[src/rtl/ram_stream_reader_pkg.sv]
// Shared types and constants for the RAM stream reader and its output buffer.
package ram_stream_reader_pkg;

    typedef enum logic [1:0] {
        ST_IDLE,
        ST_READ,
        ST_DRAIN,
        ST_DONE
    } state_t;

    localparam int BUF_DEPTH    = 4;
    localparam int CNT_WIDTH    = $clog2(BUF_DEPTH) + 1;
    // Buffered words plus reads still in flight may never exceed this.
    localparam int CREDIT_LIMIT = BUF_DEPTH;

endpackage

[src/rtl/ram_stream_reader_fifo.sv]
// 4-entry output buffer carrying {last, data}; head is visible the cycle after push.
// Push and pop in the same cycle leave the count unchanged; pop on empty is ignored.
module ram_stream_fifo
    import ram_stream_reader_pkg::*;
#(
    parameter int DATA_WIDTH = 8
) (
    input  logic                  clk,
    input  logic                  rst,
    input  logic                  push,
    input  logic                  push_last,
    input  logic [DATA_WIDTH-1:0] push_data,
    input  logic                  pop,
    output logic [CNT_WIDTH-1:0]  count,
    output logic                  head_valid,
    output logic                  head_last,
    output logic [DATA_WIDTH-1:0] head_data
);
    localparam int PTR_WIDTH = $clog2(BUF_DEPTH);

    logic [DATA_WIDTH:0]  mem_q [BUF_DEPTH];
    logic [DATA_WIDTH:0]  mem_d [BUF_DEPTH];
    logic [PTR_WIDTH-1:0] wr_ptr_q, wr_ptr_d;
    logic [PTR_WIDTH-1:0] rd_ptr_q, rd_ptr_d;
    logic [CNT_WIDTH-1:0] count_q, count_d;
    logic                 pop_eff;

    assign pop_eff = pop && (count_q != '0);

    always_comb begin
        mem_d    = mem_q;
        wr_ptr_d = wr_ptr_q;
        rd_ptr_d = rd_ptr_q;
        if (push) begin
            mem_d[wr_ptr_q] = {push_last, push_data};
            wr_ptr_d        = wr_ptr_q + 1'b1;
        end
        if (pop_eff) begin
            rd_ptr_d = rd_ptr_q + 1'b1;
        end
        count_d = count_q + CNT_WIDTH'(push) - CNT_WIDTH'(pop_eff);
    end

    always_ff @(posedge clk or posedge rst) begin
        if (rst) begin
            mem_q    <= '{default: '0};
            wr_ptr_q <= '0;
            rd_ptr_q <= '0;
            count_q  <= '0;
        end else begin
            mem_q    <= mem_d;
            wr_ptr_q <= wr_ptr_d;
            rd_ptr_q <= rd_ptr_d;
            count_q  <= count_d;
        end
    end

    assign count      = count_q;
    assign head_valid = (count_q != '0);
    assign head_last  = mem_q[rd_ptr_q][DATA_WIDTH];
    assign head_data  = mem_q[rd_ptr_q][DATA_WIDTH-1:0];

    overflow_chk: assert property (@(posedge clk) disable iff (rst)
        !(push && !pop_eff && (count_q == CNT_WIDTH'(BUF_DEPTH))));

endmodule

[src/rtl/ram_stream_reader.sv]
// Reads cmd_len words from a 1-cycle-latency RAM port and streams them out; first m_valid 3 cycles after accept.
// Reads are issued only while buffered plus in-flight words stay below the buffer depth, so m_ready may stall freely.
module ram_stream_reader
    import ram_stream_reader_pkg::*;
#(
    parameter int DATA_WIDTH = 8,
    parameter int ADDR_WIDTH = 5,
    parameter int LEN_WIDTH  = ADDR_WIDTH + 1
) (
    input  logic                  clk,
    input  logic                  rst,
    input  logic                  cmd_valid,
    output logic                  cmd_ready,
    input  logic [ADDR_WIDTH-1:0] cmd_addr,
    input  logic [LEN_WIDTH-1:0]  cmd_len,
    output logic                  ram_enb,
    output logic [ADDR_WIDTH-1:0] ram_addrb,
    input  logic [DATA_WIDTH-1:0] ram_dob,
    output logic                  m_valid,
    input  logic                  m_ready,
    output logic [DATA_WIDTH-1:0] m_data,
    output logic                  m_last,
    output logic                  busy,
    output logic                  done
);
    state_t               state_q, state_d;
    logic [ADDR_WIDTH-1:0] addr_q, addr_d;
    logic [LEN_WIDTH-1:0]  rem_q, rem_d;
    logic                  busy_q, busy_d;
    logic                  pend_q, pend_d;
    logic                  pend_last_q, pend_last_d;
    logic                  issue;
    logic                  pop;
    logic                  credit_ok;
    logic [CNT_WIDTH-1:0]  occ;
    logic [CNT_WIDTH-1:0]  occ_next;

    assign pop       = m_valid && m_ready;
    assign credit_ok = (occ + CNT_WIDTH'(pend_q)) < CNT_WIDTH'(CREDIT_LIMIT);
    // Drain exit looks one edge ahead so done lands right after the last handshake.
    assign occ_next  = occ + CNT_WIDTH'(pend_q) - CNT_WIDTH'(pop);

    always_comb begin
        state_d     = state_q;
        addr_d      = addr_q;
        rem_d       = rem_q;
        busy_d      = busy_q;
        issue       = 1'b0;
        cmd_ready   = 1'b0;
        done        = 1'b0;
        case (state_q)
            ST_IDLE: begin
                cmd_ready = 1'b1;
                if (cmd_valid) begin
                    addr_d  = cmd_addr;
                    rem_d   = cmd_len;
                    busy_d  = 1'b1;
                    state_d = (cmd_len == '0) ? ST_DONE : ST_READ;
                end
            end
            ST_READ: begin
                if (credit_ok) begin
                    issue  = 1'b1;
                    addr_d = addr_q + 1'b1;
                    rem_d  = rem_q - 1'b1;
                    if (rem_q == LEN_WIDTH'(1)) begin
                        state_d = ST_DRAIN;
                    end
                end
            end
            ST_DRAIN: begin
                if ((occ_next == '0) && !pend_q) begin
                    busy_d  = 1'b0;
                    state_d = ST_DONE;
                end
            end
            ST_DONE: begin
                done    = 1'b1;
                busy_d  = 1'b0;
                state_d = ST_IDLE;
            end
            default: state_d = ST_IDLE;
        endcase
        pend_d      = issue;
        pend_last_d = issue && (rem_q == LEN_WIDTH'(1));
    end

    always_ff @(posedge clk or posedge rst) begin
        if (rst) begin
            state_q     <= ST_IDLE;
            addr_q      <= '0;
            rem_q       <= '0;
            busy_q      <= 1'b0;
            pend_q      <= 1'b0;
            pend_last_q <= 1'b0;
        end else begin
            state_q     <= state_d;
            addr_q      <= addr_d;
            rem_q       <= rem_d;
            busy_q      <= busy_d;
            pend_q      <= pend_d;
            pend_last_q <= pend_last_d;
        end
    end

    assign ram_enb   = issue;
    assign ram_addrb = addr_q;
    assign busy      = busy_q;

    ram_stream_fifo #(
        .DATA_WIDTH(DATA_WIDTH)
    ) u_fifo (
        .clk        (clk),
        .rst        (rst),
        .push       (pend_q),
        .push_last  (pend_last_q),
        .push_data  (ram_dob),
        .pop        (pop),
        .count      (occ),
        .head_valid (m_valid),
        .head_last  (m_last),
        .head_data  (m_data)
    );

endmodule

[config.mk]
export PLATFORM = sky130hd
export DESIGN_NAME = ram_stream_reader
export DESIGN_NICKNAME = d
export VERILOG_FILES = /design/src/rtl/ram_stream_reader_pkg.sv /design/src/rtl/ram_stream_reader_fifo.sv /design/src/rtl/ram_stream_reader.sv
export SDC_FILE = /design/constraint.sdc
export NUM_CORES = 1
export LEC_CHECK = 0
export ABC_CLOCK_PERIOD_IN_PS = 3180
export CELL_PAD_IN_SITES_DETAIL_PLACEMENT = 0
export CELL_PAD_IN_SITES_GLOBAL_PLACEMENT = 1
export CORE_ASPECT_RATIO = 0.75
export CORE_MARGIN = 5
export CORE_UTILIZATION = 44
export CTS_CLUSTER_DIAMETER = 100
export DETAILED_ROUTE_END_ITERATION = 6
export PLACE_DENSITY_LB_ADDON = 0.1
export SLEW_MARGIN = 20
export SYNTH_ARGS = -nofsm -noshare
export SYNTH_HDL_FRONTEND = slang
export SYNTH_SLANG_ARGS = --single-unit
export TNS_END_PERCENT = 30
[constraint.sdc]
create_clock -name clk -period 3.18 [get_ports clk]
set_input_delay 0.318 -clock clk [delete_from_list [all_inputs] [get_ports clk]]
set_output_delay 0.318 -clock clk [all_outputs]
set_load 0.02 [all_outputs]
# Word level (Yosys, flattened, before mapping)

Cells that the tools add are included.

Bits in registers: 59
Input bits: 23

Bitwise gates (word level): 2
$lt $le $gt $ge: 4
Add/subtract/negate cells: 7
Reductions and logical operators: 15
Equality and inequality tests: 8
Mux-type cells: 25

Operator list:

| cell                                                                  | count |
|---|---|
| 36-bit bitwise mux                                                    | 1 |
| 9-bit 2-to-1 mux                                                      | 3 |
| 9-bit binary-select mux with 2-bit select                             | 1 |
| 9-bit demux with 2-bit select                                         | 1 |
| 6-bit 2-to-1 mux                                                      | 2 |
| 6-bit case mux with 2 select lines                                    | 1 |
| 2-bit 2-to-1 mux                                                      | 5 |
| 5-bit 2-to-1 mux                                                      | 2 |
| 5-bit case mux with 2 select lines                                    | 1 |
| 2-bit != test, second input constant                                  | 4 |
| 2-bit case mux with 4 select lines                                    | 1 |
| 6-bit by 1-bit equality test with 1-bit output, second input constant | 1 |
| 3-bit greater-or-equal comparator, second input constant              | 2 |
| 6-bit logical NOT                                                     | 1 |
| 1-bit 2-to-1 mux                                                      | 6 |
| 2-bit inverter with 3-bit output                                      | 2 |
| 3-bit AND reduction                                                   | 2 |
| 3-bit nonzero test                                                    | 2 |
| 3-bit by 1-bit subtractor with 3-bit output                           | 2 |
| 6-bit by 1-bit subtractor with 6-bit output, second input constant    | 1 |
| 5-bit by 1-bit adder with 5-bit output, second input constant         | 1 |
| 1-bit logical AND                                                     | 5 |
| 2-bit by 1-bit adder with 2-bit output, second input constant         | 2 |
| 2-bit equality test, second input constant                            | 2 |
| other kinds (10)                                                      | 10 |

# Depth between registers and ports, before layout

Depth after elaboration: 7
Mapped depth: 8

# By module

Synthesis repeated with hierarchy kept, for this count alone.

Cells, all modules: 235
Area, all modules: 3011.6 µm²

By module, submodules not included:

| module            | instances | seq. area each (µm²) | area an instance (µm²) | cells each |
|---|---|---|---|---|
| ram_stream_fifo   | 1         | 1076.0               | 1940.6                 | 119 |
| ram_stream_reader | 1         | 400.4                | 1071.0                 | 116 |

# Least setup slack after synthesis

No wires, ideal clock.

Path type: reg-to-reg
Start: register u_fifo.count_q[2] (netlist: u_fifo.count[2])
End: register state_q[1]
Data arrival time: 2.388 ns
Setup slack: 0.713 ns
Buffers on the path: 0
Cell stages (with the launch flop): 9
Path through: dfrtp_1 or3_1 and2_1 ha_1 ha_1 xor3_2 o41a_1 a21oi_2 mux2i_1

Longest elaborated chain between the ends: 7
Elaborated cells between the ends (all ways): 10
Those cells by class: 2 x add/sub; 1 x order compare; 2 x eq/ne; 5 x reduce/logical

Ends and longest elaborated chain:

| element                                     | RTL line                     | text |
|---|---|---|
| start: declaration                          | ram_stream_reader_fifo.sv:25 | `logic [CNT_WIDTH-1:0] count_q, count_d;` |
| start signal: assignment                    | ram_stream_reader_fifo.sv:54 | `count_q <= count_d;` |
| 3-bit nonzero test                          | ram_stream_reader_fifo.sv:59 | `assign head_valid = (count_q != '0);` |
| via m_valid                                 | ram_stream_reader.sv:19      | `output logic m_valid,` |
| 1-bit logical AND                           | ram_stream_reader.sv:38      | `assign pop = m_valid && m_ready;` |
| 3-bit by 1-bit subtractor with 3-bit output | ram_stream_reader.sv:41      | `assign occ_next = occ + CNT_WIDTH'(pend_q) - CNT_WIDTH'(pop);` |
| 3-bit logical NOT                           | ram_stream_reader.sv:72      | `if ((occ_next == '0) && !pend_q) begin` |
| 1-bit logical AND                           | ram_stream_reader.sv:72      |  |
| 2-bit != test (no source line)              | -                            |  |
| 4-bit AND reduction (no source line)        | -                            |  |
| end signal: assignment                      | ram_stream_reader.sv:97      | `state_q <= state_d;` |
| end: declaration                            | ram_stream_reader.sv:26      | `state_t state_q, state_d;` |

The timed path passes the listed nets, and every way through them passes these cells.
A chain may end at the register's enable or synchronous reset.

# Worst setup path after layout

Start: register pend_q
End: output port ram_enb

Longest elaborated chain between the ends: 4

Ends and longest elaborated chain:

| element                                | RTL line                 | text |
|---|---|---|
| start: declaration                     | ram_stream_reader.sv:30  | `logic pend_q, pend_d;` |
| start signal: assignment               | ram_stream_reader.sv:101 | `pend_q <= pend_d;` |
| 3-bit by 1-bit adder with 3-bit output | ram_stream_reader.sv:39  | `assign credit_ok = (occ + CNT_WIDTH'(pend_q)) < CNT_WIDTH'(CREDIT_LIMIT);` |
| 3-bit less-than comparator             | ram_stream_reader.sv:39  |  |
| 1-bit 2-to-1 mux                       | ram_stream_reader.sv:62  | `if (credit_ok) begin` |
| 1-bit 2-to-1 mux                       | ram_stream_reader.sv:51  | `case (state_q)` |
| end: declaration                       | ram_stream_reader.sv:16  | `output logic ram_enb,` |

No other way between the ends.

==> summary.md <==
| Metric | Value |
|---|---|
| TritonCTS clock tree | `built` |
| Max Root-Sink Buffers | `2` |
| Pin count of the biggest net entering global routing | `60` |
| Layout Nets | `316` |
| Vias in the first global route | `1,950` |
| Main flop type after synthesis | `dfrtp_1` |
| Reg clk slew, reported paths | `0.07 ns` |
| Detailed placer's ending HPWL | `slightly below 4 mm` |
| Vias post-DR | `1,895` |
| Outcome | `finished clean` |
| Post-cts resize count | `0` |
| Syn nets | `268` |
| Final hold vios | `0` |
| Pwr dens | `about 1100 mW/mm2` |
| Flip-flop and latch area | `0.00148 mm2` |
| GRT overflow | `0` |
| Critical path's largest stage delay | `0.62 ns` |
| Avg Vias per Cell | `5.21` |
| CP required | `2.86 ns` |
| Startpoint type of the worst setup path | `register` |
| First-pass GRT wire length | `approximately 9.5 mm` |
| Peak supply drop | `around 0.54 mV` |
| Initial Utilization | `approximately 46%` |
| Die area | `roughly 0.0084 mm2` |
| Sink Count | `between 50 and 60` |
| Post-route setup slack | `approximately 0.56 ns` |
| Number of synthesized flops with an enable pin | `0` |
| Post-DP Area | `roughly 0.0034 mm2` |
| Detail Route Antenna Nets | `0` |
| Syn. warnings | `0` |
| Remaining DRCs | `0` |
| Routed wire length | `5.69 mm` |
| Most common cell type on the critical path | `ha_1` |
| # rows | `25` |
| Number of I/O port buffers | `41` |
| Final min period | `roughly 2.6 ns` |
| Max Cap Viol | `0` |
| Initial antenna violation count | `0` |
| 1st-iter DRT viols | `87` |
| Setup_tns | `0 ns` |
| 1st-pass router iterations | `4` |
| Tot GR Track Use | `between 10% and 20%` |
| Syn avg cell area | `12.7 um2` |
| GPL Wtd Cong | `0.759` |
| Async set-or-reset flop fraction in the synthesized netlist | `100%` |
| Post-DR wirelength/cell | `roughly 16 um` |
| Top Ports | `42` |
| Post-CTS Hold Buffers | `0` |
| Setup-failing EPs final | `0` |
| Die height | `a little over 80 um` |
| F_max | `381 MHz` |
| TritonCTS Buffers | `9` |
| Die X | `104 um` |
| Fillers | `542` |
| Dpl ws | `0.745 ns` |
| RSZ-0062 raised after global routing | `false` |
| Design area | `0.00363 mm2` |
| CP Capture Type | `output pin` |
| Synth-to-Final Area Change | `23.8%` |
| CP max-delay cell | `clkdlybuf4s50_1` |
| Bufs and invs on worst path | `1` |
| Worst hold path type | `in -> async` |
| H-tree depth | `3` |
| Crit share post-route | `slightly above 80%` |
| Area of the multi-input gates | `about 0.0014 mm2` |
| Antenna Cells | `0` |
| Worst Path Max Fanout | `9` |
| CP cell instances | `ha_1 > ha_1 > xnor2_1 > and2_1 > clkdlybuf4s50_1` |
| Cell Area, Synth | `~0.0029 mm2` |
| Clk_lat worst skew | `0.33 ns` |
| Seq/Total Area, Yosys | `between 50% and 60%` |
| Setup Buffers After CTS | `0` |
| Critical path arrival | `around 2.3 ns` |
| Worst path top cell family by delay | `buffers and inverters` |
| Static Leakage | `1.57 nW` |
| Mapped Cells | `230` |
| FF+latch count, synth | `about 60` |
| Netlist cell types | `38` |
| Most frequent cells in the layout | `59 x dfrtp_1, 41 x clkdlybuf4s50_1, 36 x mux2_2, 18 x nand2_1, 15 x ha_1` |
| Fraction of layout cells with a size suffix above 1 | `25.4%` |
| Root Buffer Master | `clkbuf_8` |
| Core area | `approximately 0.0064 mm2` |
| Commonest non-fill, non-tap cell in the layout | `dfrtp_1` |
| Setup CP Type | `reg -> out` |
| Slew HR | `52.5%` |
| Max Clock Skew | `0.00476 ns` |
| Tightest Pin Transition | `around 0.71 ns` |
| Fin. max-slew vios | `0` |
## layout make-up
type | count | share of cell area [%]
Clock buffer | 11 | 3.90
Clock inverter | 5 | 1.45
Inverter | 12 | 1.24
Multi-Input combinational cell | 152 | 37.6
Sequential cell | 59 | 40.7
Tap cell | 81 | 2.80
Timing Repair Buffer | 44 | 12.3
## metal layers
metal	up-vias	part of all wire (%)	track usage, %
li1	923	-	-
met1	927	50	20.2
met2	41	42	21.1
met3	4	6.5	6.67
met4	0	0.77	3.49
met5	-	0	0
## logic make-up (layout without fill, tap and decap cells)
kind of cell	Yosys count	count (layout)	share of synthesized area, %
adders and majority gates	15	15	6.41
DFF	59	59	50.4
and+or+nand+nor	45	45	7.82
muxes	49	49	22.1
AOI/OAI and AO/OA	37	37	7.86
buffers and inverters	19	72	3.03
xor gates and xnor gates	6	6	2.35
## state kept, by name (all words and copies together) (netlist names), 2 cells and up
register         cells
u_fifo.rd_ptr_q      2
u_fifo.count         3
state_q              2
ram_addrb            5
rem_q                6
u_fifo.wr_ptr_q      2
u_fifo.mem_q        36
## stage by stage
step           utilization, %  total power, W  hold WS (ns)  instances
5_1_grt                  56.8         0.00425         0.418        364
2_1_floorplan               -         0.00269         0.469        230
6_report                 56.8         0.00393         0.366        364
3_5_place_dp             53.8         0.00330         0.488        348
3_3_place_gp             53.8         0.00327         0.484        348
4_1_cts                  56.8         0.00398         0.364        364
## where the power goes
part           total [W]  leakage (nW)  internal [W]  switching (W)
combinational    0.00186         0.771       0.00101       0.000848
sequential       0.00141         0.698       0.00111       0.000298
clock           0.000662        0.0991      0.000379       0.000283
## synth_stat cells (3+ instances only)
cell type | number | area (um2)
clkbuf_1 | 3 | 11.3
o22ai_1 | 6 | 37.5
nor3_1 | 3 | 15.0
xor2_1 | 3 | 26.3
mux2i_1 | 4 | 40.0
nor2b_1 | 3 | 18.8
a21oi_1 | 10 | 50.1
dfrtp_1 | 59 | 1480
mux2_2 | 36 | 405
or2_2 | 3 | 18.8
mux4_2 | 9 | 203
nor2_1 | 3 | 11.3
ha_1 | 15 | 188
inv_1 | 12 | 45.0
o21ai_0 | 14 | 70.1
nand3_1 | 3 | 15.0
nand2_1 | 18 | 67.6
## worst min-delay path, stage by stage
cell             delay [ns]
clkdlybuf4s50_1        0.41
inv_2                  0.07
buf_12                 0.29
## path summary, 6_finish.rpt
kind / from / to / slack (ns) / cells after the start
worst max-delay path: pend_q / ram_enb / 0.56 / 5
worst min-delay path: rst / u_fifo.mem_q[30] / 0.37 / 3
worst max register to register: u_fifo.count[2] / state_q[1] / 0.75 / 8
worst min register to register: u_fifo.mem_q[13] / u_fifo.mem_q[13] / 0.50 / 1
max in group asynchronous: rst / u_fifo.count[0] / 2.56 / 3
min in group clk: u_fifo.mem_q[13] / u_fifo.mem_q[13] / 0.50 / 1
Power figures use the tool's default switching activity.
